===== config.mk =====
export PLATFORM = sky130hd
export DESIGN_NAME = mips_writeback_stage_flat
export DESIGN_NICKNAME = d
export VERILOG_FILES = /design/src/rtl/mips_writeback_stage_if.sv /design/src/rtl/mips_writeback_stage.sv /design/src/flat_wrapper.sv
export SDC_FILE = /design/constraint.sdc
export NUM_CORES = 1
export LEC_CHECK = 0
export BUFFER_PORTS_ARGS = -buffer_cell sky130_fd_sc_hd__buf_2
export CAP_MARGIN = 20
export CORE_MARGIN = 2
export CORE_UTILIZATION = 32
export DETAILED_ROUTE_END_ITERATION = 10
export SYNTH_ARGS = -nofsm -noshare
export SYNTH_HDL_FRONTEND = slang
export SYNTH_SLANG_ARGS = --single-unit

===== constraint.sdc =====
create_clock -name clk -period 2.9 [get_ports clk]
set_clock_uncertainty 0.2 [all_clocks]
set_input_delay 0 -clock clk [delete_from_list [all_inputs] [get_ports clk]]
set_output_delay 0 -clock clk [all_outputs]
set_load 0.01 [all_outputs]

===== src/rtl/mips_writeback_stage_if.sv =====
// Memory-stage handshake, load-data return and register-array write port of the writeback stage.
// master = upstream/environment side, slave = the writeback stage itself.
interface mips_writeback_stage_if;
  logic        in_valid;
  logic        in_ready;
  logic [4:0]  in_rd;
  logic        in_reg_write;
  logic        in_mem_to_reg;
  logic [31:0] in_alu_result;
  logic [1:0]  in_load_size;
  logic        in_load_signed;
  logic [31:0] mem_rdata;
  logic        mem_rvalid;
  logic [4:0]  w_addr;
  logic [31:0] w_data;
  logic        w_r;
  logic        err_misaligned;
  logic        err_timeout;

  modport master (
    output in_valid, in_rd, in_reg_write, in_mem_to_reg, in_alu_result,
           in_load_size, in_load_signed, mem_rdata, mem_rvalid,
    input  in_ready, w_addr, w_data, w_r, err_misaligned, err_timeout
  );

  modport slave (
    input  in_valid, in_rd, in_reg_write, in_mem_to_reg, in_alu_result,
           in_load_size, in_load_signed, mem_rdata, mem_rvalid,
    output in_ready, w_addr, w_data, w_r, err_misaligned, err_timeout
  );
endinterface


===== src/rtl/mips_writeback_stage.sv =====
// MIPS writeback: retires ALU results in 1 cycle, loads 1 cycle after mem_rvalid; one registered write pulse each.
// in_ready is high only in IDLE, so a pending load stalls the memory stage until data or timeout.
module mips_writeback_stage #(
  parameter int LOAD_TIMEOUT = 16
) (
  input logic                  clk,
  input logic                  rst,
  mips_writeback_stage_if.slave wb
);

  typedef enum logic {IDLE, WAIT_LOAD} state_e;

  localparam logic [7:0] CNT_LAST = 8'(LOAD_TIMEOUT - 1);

  state_e      state_q;
  logic [7:0]  cnt_q;
  logic [4:0]  rd_q;
  logic [1:0]  size_q;
  logic        signed_q;
  logic [1:0]  lane_q;
  logic        wq_q;
  logic [4:0]  w_addr_q;
  logic [31:0] w_data_q;
  logic        w_r_q;
  logic        err_mis_q;
  logic        err_to_q;

  logic        misaligned_d;
  logic [31:0] shifted_d;
  logic [7:0]  byte_d;
  logic [15:0] half_d;
  logic [31:0] ext_d;

  always_comb begin
    misaligned_d = 1'b0;
    case (wb.in_load_size)
      2'b00:   misaligned_d = 1'b0;
      2'b01:   misaligned_d = wb.in_alu_result[0];
      default: misaligned_d = (wb.in_alu_result[1:0] != 2'b00);
    endcase
  end

  always_comb begin
    shifted_d = wb.mem_rdata >> {lane_q, 3'b000};
    byte_d    = shifted_d[7:0];
    half_d    = lane_q[1] ? wb.mem_rdata[31:16] : wb.mem_rdata[15:0];
    ext_d     = wb.mem_rdata;
    case (size_q)
      2'b00:   ext_d = signed_q ? {{24{byte_d[7]}}, byte_d} : {24'b0, byte_d};
      2'b01:   ext_d = signed_q ? {{16{half_d[15]}}, half_d} : {16'b0, half_d};
      default: ext_d = wb.mem_rdata;
    endcase
  end

  always_ff @(posedge clk or posedge rst) begin
    if (rst) begin
      state_q   <= IDLE;
      cnt_q     <= 8'd0;
      rd_q      <= 5'd0;
      size_q    <= 2'd0;
      signed_q  <= 1'b0;
      lane_q    <= 2'd0;
      wq_q      <= 1'b0;
      w_addr_q  <= 5'd0;
      w_data_q  <= 32'd0;
      w_r_q     <= 1'b0;
      err_mis_q <= 1'b0;
      err_to_q  <= 1'b0;
    end else begin
      w_r_q     <= 1'b0;
      err_mis_q <= 1'b0;
      err_to_q  <= 1'b0;
      case (state_q)
        IDLE: begin
          if (wb.in_valid) begin
            if (!wb.in_mem_to_reg) begin
              if (wb.in_reg_write && (wb.in_rd != 5'd0)) begin
                w_r_q    <= 1'b1;
                w_addr_q <= wb.in_rd;
                w_data_q <= wb.in_alu_result;
              end
            end else if (misaligned_d) begin
              err_mis_q <= 1'b1;
            end else begin
              // Loads with no architectural destination still consume their data beat.
              state_q  <= WAIT_LOAD;
              cnt_q    <= 8'd0;
              rd_q     <= wb.in_rd;
              size_q   <= wb.in_load_size;
              signed_q <= wb.in_load_signed;
              lane_q   <= wb.in_alu_result[1:0];
              wq_q     <= wb.in_reg_write && (wb.in_rd != 5'd0);
            end
          end
        end
        WAIT_LOAD: begin
          // Data beats the timeout when both land on the same edge.
          if (wb.mem_rvalid) begin
            if (wq_q) begin
              w_r_q    <= 1'b1;
              w_addr_q <= rd_q;
              w_data_q <= ext_d;
            end
            state_q <= IDLE;
          end else if (cnt_q == CNT_LAST) begin
            err_to_q <= 1'b1;
            state_q  <= IDLE;
          end else begin
            cnt_q <= cnt_q + 8'd1;
          end
        end
        default: state_q <= IDLE;
      endcase
    end
  end

  assign wb.in_ready       = (state_q == IDLE);
  assign wb.w_addr         = w_addr_q;
  assign wb.w_data         = w_data_q;
  assign wb.w_r            = w_r_q;
  assign wb.err_misaligned = err_mis_q;
  assign wb.err_timeout    = err_to_q;

endmodule


===== src/flat_wrapper.sv =====
// flat-port wrapper written by rule: the top's interface ports become plain ports
module mips_writeback_stage_flat 
#(
  parameter int LOAD_TIMEOUT = 16
)
  (clk, rst, wb_in_valid, wb_in_rd, wb_in_reg_write, wb_in_mem_to_reg, wb_in_alu_result, wb_in_load_size, wb_in_load_signed, wb_mem_rdata, wb_mem_rvalid, wb_in_ready, wb_w_addr, wb_w_data, wb_w_r, wb_err_misaligned, wb_err_timeout);
  mips_writeback_stage_if wb_i ();
  input logic clk;
  input logic rst;
  input wire logic [$bits(wb_i.in_valid)-1:0] wb_in_valid;
  input wire logic [$bits(wb_i.in_rd)-1:0] wb_in_rd;
  input wire logic [$bits(wb_i.in_reg_write)-1:0] wb_in_reg_write;
  input wire logic [$bits(wb_i.in_mem_to_reg)-1:0] wb_in_mem_to_reg;
  input wire logic [$bits(wb_i.in_alu_result)-1:0] wb_in_alu_result;
  input wire logic [$bits(wb_i.in_load_size)-1:0] wb_in_load_size;
  input wire logic [$bits(wb_i.in_load_signed)-1:0] wb_in_load_signed;
  input wire logic [$bits(wb_i.mem_rdata)-1:0] wb_mem_rdata;
  input wire logic [$bits(wb_i.mem_rvalid)-1:0] wb_mem_rvalid;
  output wire logic [$bits(wb_i.in_ready)-1:0] wb_in_ready;
  output wire logic [$bits(wb_i.w_addr)-1:0] wb_w_addr;
  output wire logic [$bits(wb_i.w_data)-1:0] wb_w_data;
  output wire logic [$bits(wb_i.w_r)-1:0] wb_w_r;
  output wire logic [$bits(wb_i.err_misaligned)-1:0] wb_err_misaligned;
  output wire logic [$bits(wb_i.err_timeout)-1:0] wb_err_timeout;
  assign wb_i.in_valid = wb_in_valid;
  assign wb_i.in_rd = wb_in_rd;
  assign wb_i.in_reg_write = wb_in_reg_write;
  assign wb_i.in_mem_to_reg = wb_in_mem_to_reg;
  assign wb_i.in_alu_result = wb_in_alu_result;
  assign wb_i.in_load_size = wb_in_load_size;
  assign wb_i.in_load_signed = wb_in_load_signed;
  assign wb_i.mem_rdata = wb_mem_rdata;
  assign wb_i.mem_rvalid = wb_mem_rvalid;
  assign wb_in_ready = wb_i.in_ready;
  assign wb_w_addr = wb_i.w_addr;
  assign wb_w_data = wb_i.w_data;
  assign wb_w_r = wb_i.w_r;
  assign wb_err_misaligned = wb_i.err_misaligned;
  assign wb_err_timeout = wb_i.err_timeout;
  mips_writeback_stage #(.LOAD_TIMEOUT(LOAD_TIMEOUT)) u_core (.clk(clk), .rst(rst), .wb(wb_i));
endmodule

# Yosys cells after proc, flatten, opt, wreduce, memory -nomap -nowiden
# Cells that the tools add are included.
word_totals:
  regBits: 60
  inputBits: 78
op_classes:
  addsub: 1
  n_eq_ne: 12
  shifts: 1
  muxes: 42
  n_reduce_logical: 8
  n_bitwise: 2
op_table:
  columns: ["operator", "n"]
  rows:
  - ["$mux W32", 7]
  - ["$pmux W32 S2", 2]
  - ["$mux W8", 5]
  - ["$shr A32 B5 Y8", 1]
  - ["$mux W5", 5]
  - ["$mux W1", 17]
  - ["$mux W16", 1]
  - ["$ne A2 B2 Y1 const B", 8]
  - ["$pmux W8 S2", 1]
  - ["$pmux W5 S2", 1]
  - ["$reduce_and A5 Y1", 2]
  - ["$add A8 B1 Y8 const B", 1]
  - ["$eq A8 B4 Y1 const B", 1]
  - ["$pmux W1 S2", 3]
  - ["$reduce_bool A5 Y1", 1]
  - ["$eq A2 B1 Y1 const B", 2]
  - ["$logic_not A2 Y1", 2]
  - ["$reduce_and A4 Y1", 1]
  - ["$ne A2 B1 Y1 const B", 1]
  - ["$not A1 Y1", 2]
  - ["$reduce_bool A2 Y1", 1]
  - ["$logic_and A1 B1 Y1", 1]

# Logic depth before layout (Yosys ltp)
logic_depth:
  word_depth: 6
  ltp_mapped: 8

# Least setup slack after synthesis
# No wires, ideal clock.
synth_timing:
  kind: "register to register"
  from: "register u_core.cnt_q[0]"
  to: "register u_core.cnt_q[5]"
  setup_slack_ns: 1.118
  path_stages_with_launch: 7
  path_buffers: 0
  t_arrival_ns: 1.450
  synth_period_minus_slack_ns: 1.782
  path_cell_list: "dfrtp_1 ha_1 and3_1 a211oi_1 nand3_1 xor2_1 nor2_1"
synth_between:
  elab_chain_len: 4
  elab_cells_between_ends: 7
  cone_classes: "add/sub (1); eq/ne (2); mux (3); reduce/logical (1)"
synth_lines:
  columns: ["item", "line_no", "rtl"]
  rows:
  - ["from (decl)", "mips_writeback_stage.sv:16", "logic [7:0] cnt_q;"]
  - ["from (signal assigned)", "mips_writeback_stage.sv:109", "cnt_q <= cnt_q + 8'd1;"]
  - ["$add A8 B1 Y8", "mips_writeback_stage.sv:109", null]
  - ["$mux W8", "mips_writeback_stage.sv:105", "end else if (cnt_q == CNT_LAST) begin"]
  - ["$mux W8", "mips_writeback_stage.sv:98", "if (wb.mem_rvalid) begin"]
  - ["$pmux W8 S2", "mips_writeback_stage.sv:73", "case (state_q)"]
# Several ways; a longest one is shown, not always the timed one. The select of a mux whose other input is x is not followed.
# A chain may end at the register's enable or synchronous reset.

# Worst setup path in the final report
layout_timing:
  from: "register u_core.size_q[1]"
  to: "register u_core.w_data_q[13], in the netlist u_core.wb.w_data[13]"
layout_between:
  elab_chain_len: 5
  elab_cells_between_ends: 6
  cone_classes: "eq/ne (1); mux (4); reduce/logical (1)"
layout_lines:
  columns: ["item", "line_no", "rtl"]
  rows:
  - ["from (decl)", "mips_writeback_stage.sv:18", "logic [1:0] size_q;"]
  - ["from (signal assigned)", "mips_writeback_stage.sv:89", "size_q <= wb.in_load_size;"]
  - ["$eq A2 B1 Y1 / $logic_not A2 Y1 (equally long branches)", "mips_writeback_stage.sv:48", "case (size_q)"]
  - ["$pmux W32 S2 *", "mips_writeback_stage.sv:48", null]
  - ["$mux W32 *", "mips_writeback_stage.sv:99", "if (wq_q) begin"]
  - ["$mux W32 *", "mips_writeback_stage.sv:98", null]
  - ["$pmux W32 S2 *", "mips_writeback_stage.sv:73", null]
  - ["to (signal assigned)", "mips_writeback_stage.sv:80", "w_data_q <= wb.in_alu_result;"]
  - ["to (signal assigned)", "mips_writeback_stage.sv:102", "w_data_q <= ext_d;"]
  - ["to (decl)", "mips_writeback_stage.sv:23", "logic [31:0] w_data_q;"]
# Mark *: on every way between the ends. The rest lies on a longest branch, timed or not. The select of a mux whose other input is x is not followed.

==> impl_metrics.csv <==
group,metric,value,unit
synthesis,mappedNetlistArea,3170,sq um
critical_path,path_cells,"inv_1 -> o21ai_1 -> a221oi_1 -> o22ai_1 -> dlygate4sd3_1",
critical_path,cp_slowest_cell,"dlygate4sd3_1",
synthesis,syn_area_per_cell,8.84,sq um
synthesis,yosysTopAreaCellShare,47.3,%
synthesis,ys_top_cells_by_area,"dfrtp_1 (47%), nor2_1 (6.2%), a31oi_1 (5.1%), nand2_1 (4.5%), mux2i_1 (4.1%)",
sta,fin_crit_sh,92.6,%
grt,grt_usage,20.6,%
sta,rsz0062_at_grt,"false",
critical_path,arrival,2.71,ns
drt,via_per_inst,5.04,
drt,firstDrtPassIters,5,
sta,finalMaxSlewViolations,0,
critical_path,cp.required,2.92,ns
die,initial_core_util,32.8,%
clock_tree,clockBufferDepth,2,
drt,totalWireLength,10.8,mm
clock_tree,path_clk_slew,0.07,ns
sta,fmax,0.372,GHz
sta,tightest_slew,0.643,ns
synthesis,ys_seq_elements,60,
synthesis,synth-seq-area-share,47.3,%
grt,grt_overflow,0,
synthesis,yosysTopAreaCell,"dfrtp_1",
drt,drt_iter0_drc,184,
synthesis,synthesis.nets,438,
placement,dp_slack,0.475,ns
placement,placed_cells,589,
final_layout,drive_above_1_share,26.4,%
critical_path,crit_type,"reg2reg",
drt,ant_nets,0,
hold_path,holdCritPathClass,"in2async",
die,die_y,104,microns
placement,io_buffers,118,
critical_path,end_kind,"register",
critical_path,cp_max_fo,27,
final_layout,n_antenna_cell,0,
job,maxCapViolations,0,
synthesis,synthFlopType,"dfrtp_1",
grt,grt_pass1_vias,3519,
final_layout,area_growth_syn_to_layout,53.0,%
die,ios,119,
sta,finalHoldViolations,0,
final_layout,nets,629,
drt,via_count,3461,
clock_tree,cts_setup_buffers,0,
synthesis,yosysUniqueCellTypes,38,
sta,setup_viol,0,
grt,grt_max_degree,64,
critical_path,crit-reg2reg-launch,"u_core.size_q[1]",
sta,tns,0,ns
clock_tree,htreeDepth,3,
sta,period_minus_slack,2.68,ns
sta,max_slew_margin,57.0,%
placement,dpl-instance-area,3850,sq um
die,chipWidth,104,microns
grt,grt_pass1_wl,17.7,mm
grt,antenna_found_initial,0,
critical_path,reg2reg_depth,5,
drt,route.detailed.drc,0,
placement,hpwl,7.27,mm
critical_path,slowest_delay,0.58,ns
final_layout,fillers,919,
die,core_area,9680,sq um
clock_tree,cts_root_buf,"clkbuf_8",
critical_path,crit_start,"u_core.size_q[1]",
outcome,status,"complete, no violations",
clock_tree,cts_buffers,9,
power_and_ir_drop,p_total,3.02,mW
die,dieArea,10700,sq um
power_and_ir_drop,ir_worst_vdd,0.000326,V
drt,wire_per_inst,15.8,microns
power_and_ir_drop,power_density,622,nW/um^2
clock_tree,cts.sinks,60,
power_and_ir_drop,leakagePower,2.33,nW
clock_tree,clock_latency,0.34,ns
final_layout,postLayoutCellArea,4850,sq um
critical_path,rrSetupSlack,0.22,ns
critical_path,cp.depth,5,
synthesis,ys_warn_count,0,
critical_path,path_delay_family,"buffers and inverters",
synthesis,synthCells,359,
final_layout,fin_cells,687,
synthesis,synth_edf_count,0,
critical_path,cp-start-kind,"register",
die,rows,36,
synthesis,synth-async-reset-ratio,100,%
critical_path,path_buf_inv,2,
placement,place_congestion,0.840,
clock_tree,cts_tree,"yes",
sta,setup_ws,0.215,ns
## worst min-delay path, cell delays in order
cell and delay, ns:
dlygate4sd3_1 0.53, buf_2 0.12, inv_2 0.36
## sequential cells by signal, indices dropped and copies added, names as in the netlist
| name | count |
|---|---|
| u_core.rd_q | 5 |
| u_core.state_q | 1 |
| u_core.lane_q | 2 |
| u_core.wb.err_misaligned | 1 |
| u_core.wb.w_r | 1 |
| u_core.wb.w_addr | 5 |
| u_core.wq_q | 1 |
| u_core.size_q | 2 |
| u_core.cnt_q | 8 |
| u_core.wb.w_data | 32 |
| u_core.wb.err_timeout | 1 |
| u_core.signed_q | 1 |
## per-layer routing
metal	GRT usage [%]	up-vias	part of all wire (%)	routed length [microns]
li1	-	1657	-	-
met4	5.21	0	0.92	100
met2	33.3	141	46	5030
met3	6.61	9	8.4	912
met1	26.7	1654	44	4780
met5	0	-	0	0
## power breakdown
group / leakage (nW) / internal [mW] / switching (mW)
clock network: 0.0893 / 0.350 / 0.327
registers: 0.719 / 1.07 / 0.169
logic: 1.52 / 0.553 / 0.555
total: 2.33 / 1.97 / 1.05
## layout by cell type, fill, tap and decap left out, types with 2 or more instances in the layout
cell type	count
buf_2	118
dlygate4sd3_1	83
dfrtp_1	59
nor2_1	52
nand2_1	38
a31oi_1	26
a21oi_1	23
and3_1	20
o21ai_0	16
inv_1	13
mux2i_1	13
clkbuf_8	11
o22ai_1	9
a221oi_1	8
nor3_1	7
nand3_1	6
a2bb2oi_1	6
o211ai_1	6
buf_4	6
xor2_1	4
or3_1	2
nor2b_1	2
nand2b_1	2
o21ai_2	2
nor4_1	2
clkbuf_1	2
clkinv_2	2
## what timing repair did
| action | 4_1_cts | 5_1_grt |
|---|---|---|
| hold buffers | 83 | 0 |
| setup endpoints to repair | 0 | 7 |
| endpoints found under the hold margin | 77 | 0 |
| gates resized for setup | 0 | 1 |
## worst paths after layout
kind / end
setup / recovery: u_core.wb.w_data[13]
max in group asynchronous: u_core.size_q[1]
setup reg to reg: u_core.wb.w_data[13]
hold / removal: u_core.wb.err_misaligned
hold reg to reg: u_core.rd_q[4]
min in group clk: u_core.wb.w_data[1]
## stage by stage
stage	hold WS [ns]	util, %
finish	0.0211	50.1
CTS	0.0142	50.1
global placement	-0.146	39.8
global route	0.0476	50.1
floorplan	-0.0946	-
detailed placement	-0.145	39.8
## Yosys cell counts (4+ instances only)
cell,count
xor2_1,4
a2bb2oi_1,6
nor2_1,52
clkbuf_1,13
o211ai_1,6
buf_6,5
mux2i_1,13
o21ai_0,16
buf_2,8
a21oi_1,23
a31oi_1,26
inv_1,14
nand3_1,6
nor3_1,7
nand2_1,38
and3_1,20
o22ai_1,9
a221oi_1,8
dfrtp_1,60
## layout make-up
type                       instances  area (sq um)  area share [%]
clock buffer                      13           159            3.27
clock inverter                     2          10.0           0.206
inverter                          15          56.3            1.16
multi-input combinational        256          1470            30.3
sequential                        60          1500            31.0
tap                              133           166            3.43
timing repair buffer             208          1490            30.6
## logic make-up after synthesis
logic type	after synthesis	share of synthesized area, %
AO/OA/AOI/OAI	101	20.4
XOR/XNOR	5	1.38
adder cells (fa/ha/maj)	1	0.394
buffers and inverters	43	6.59
flip-flops	60	47.3
multiplexers	15	4.93
AND/OR/NAND/NOR	134	19.0
(Power assumes the default switching activity.)
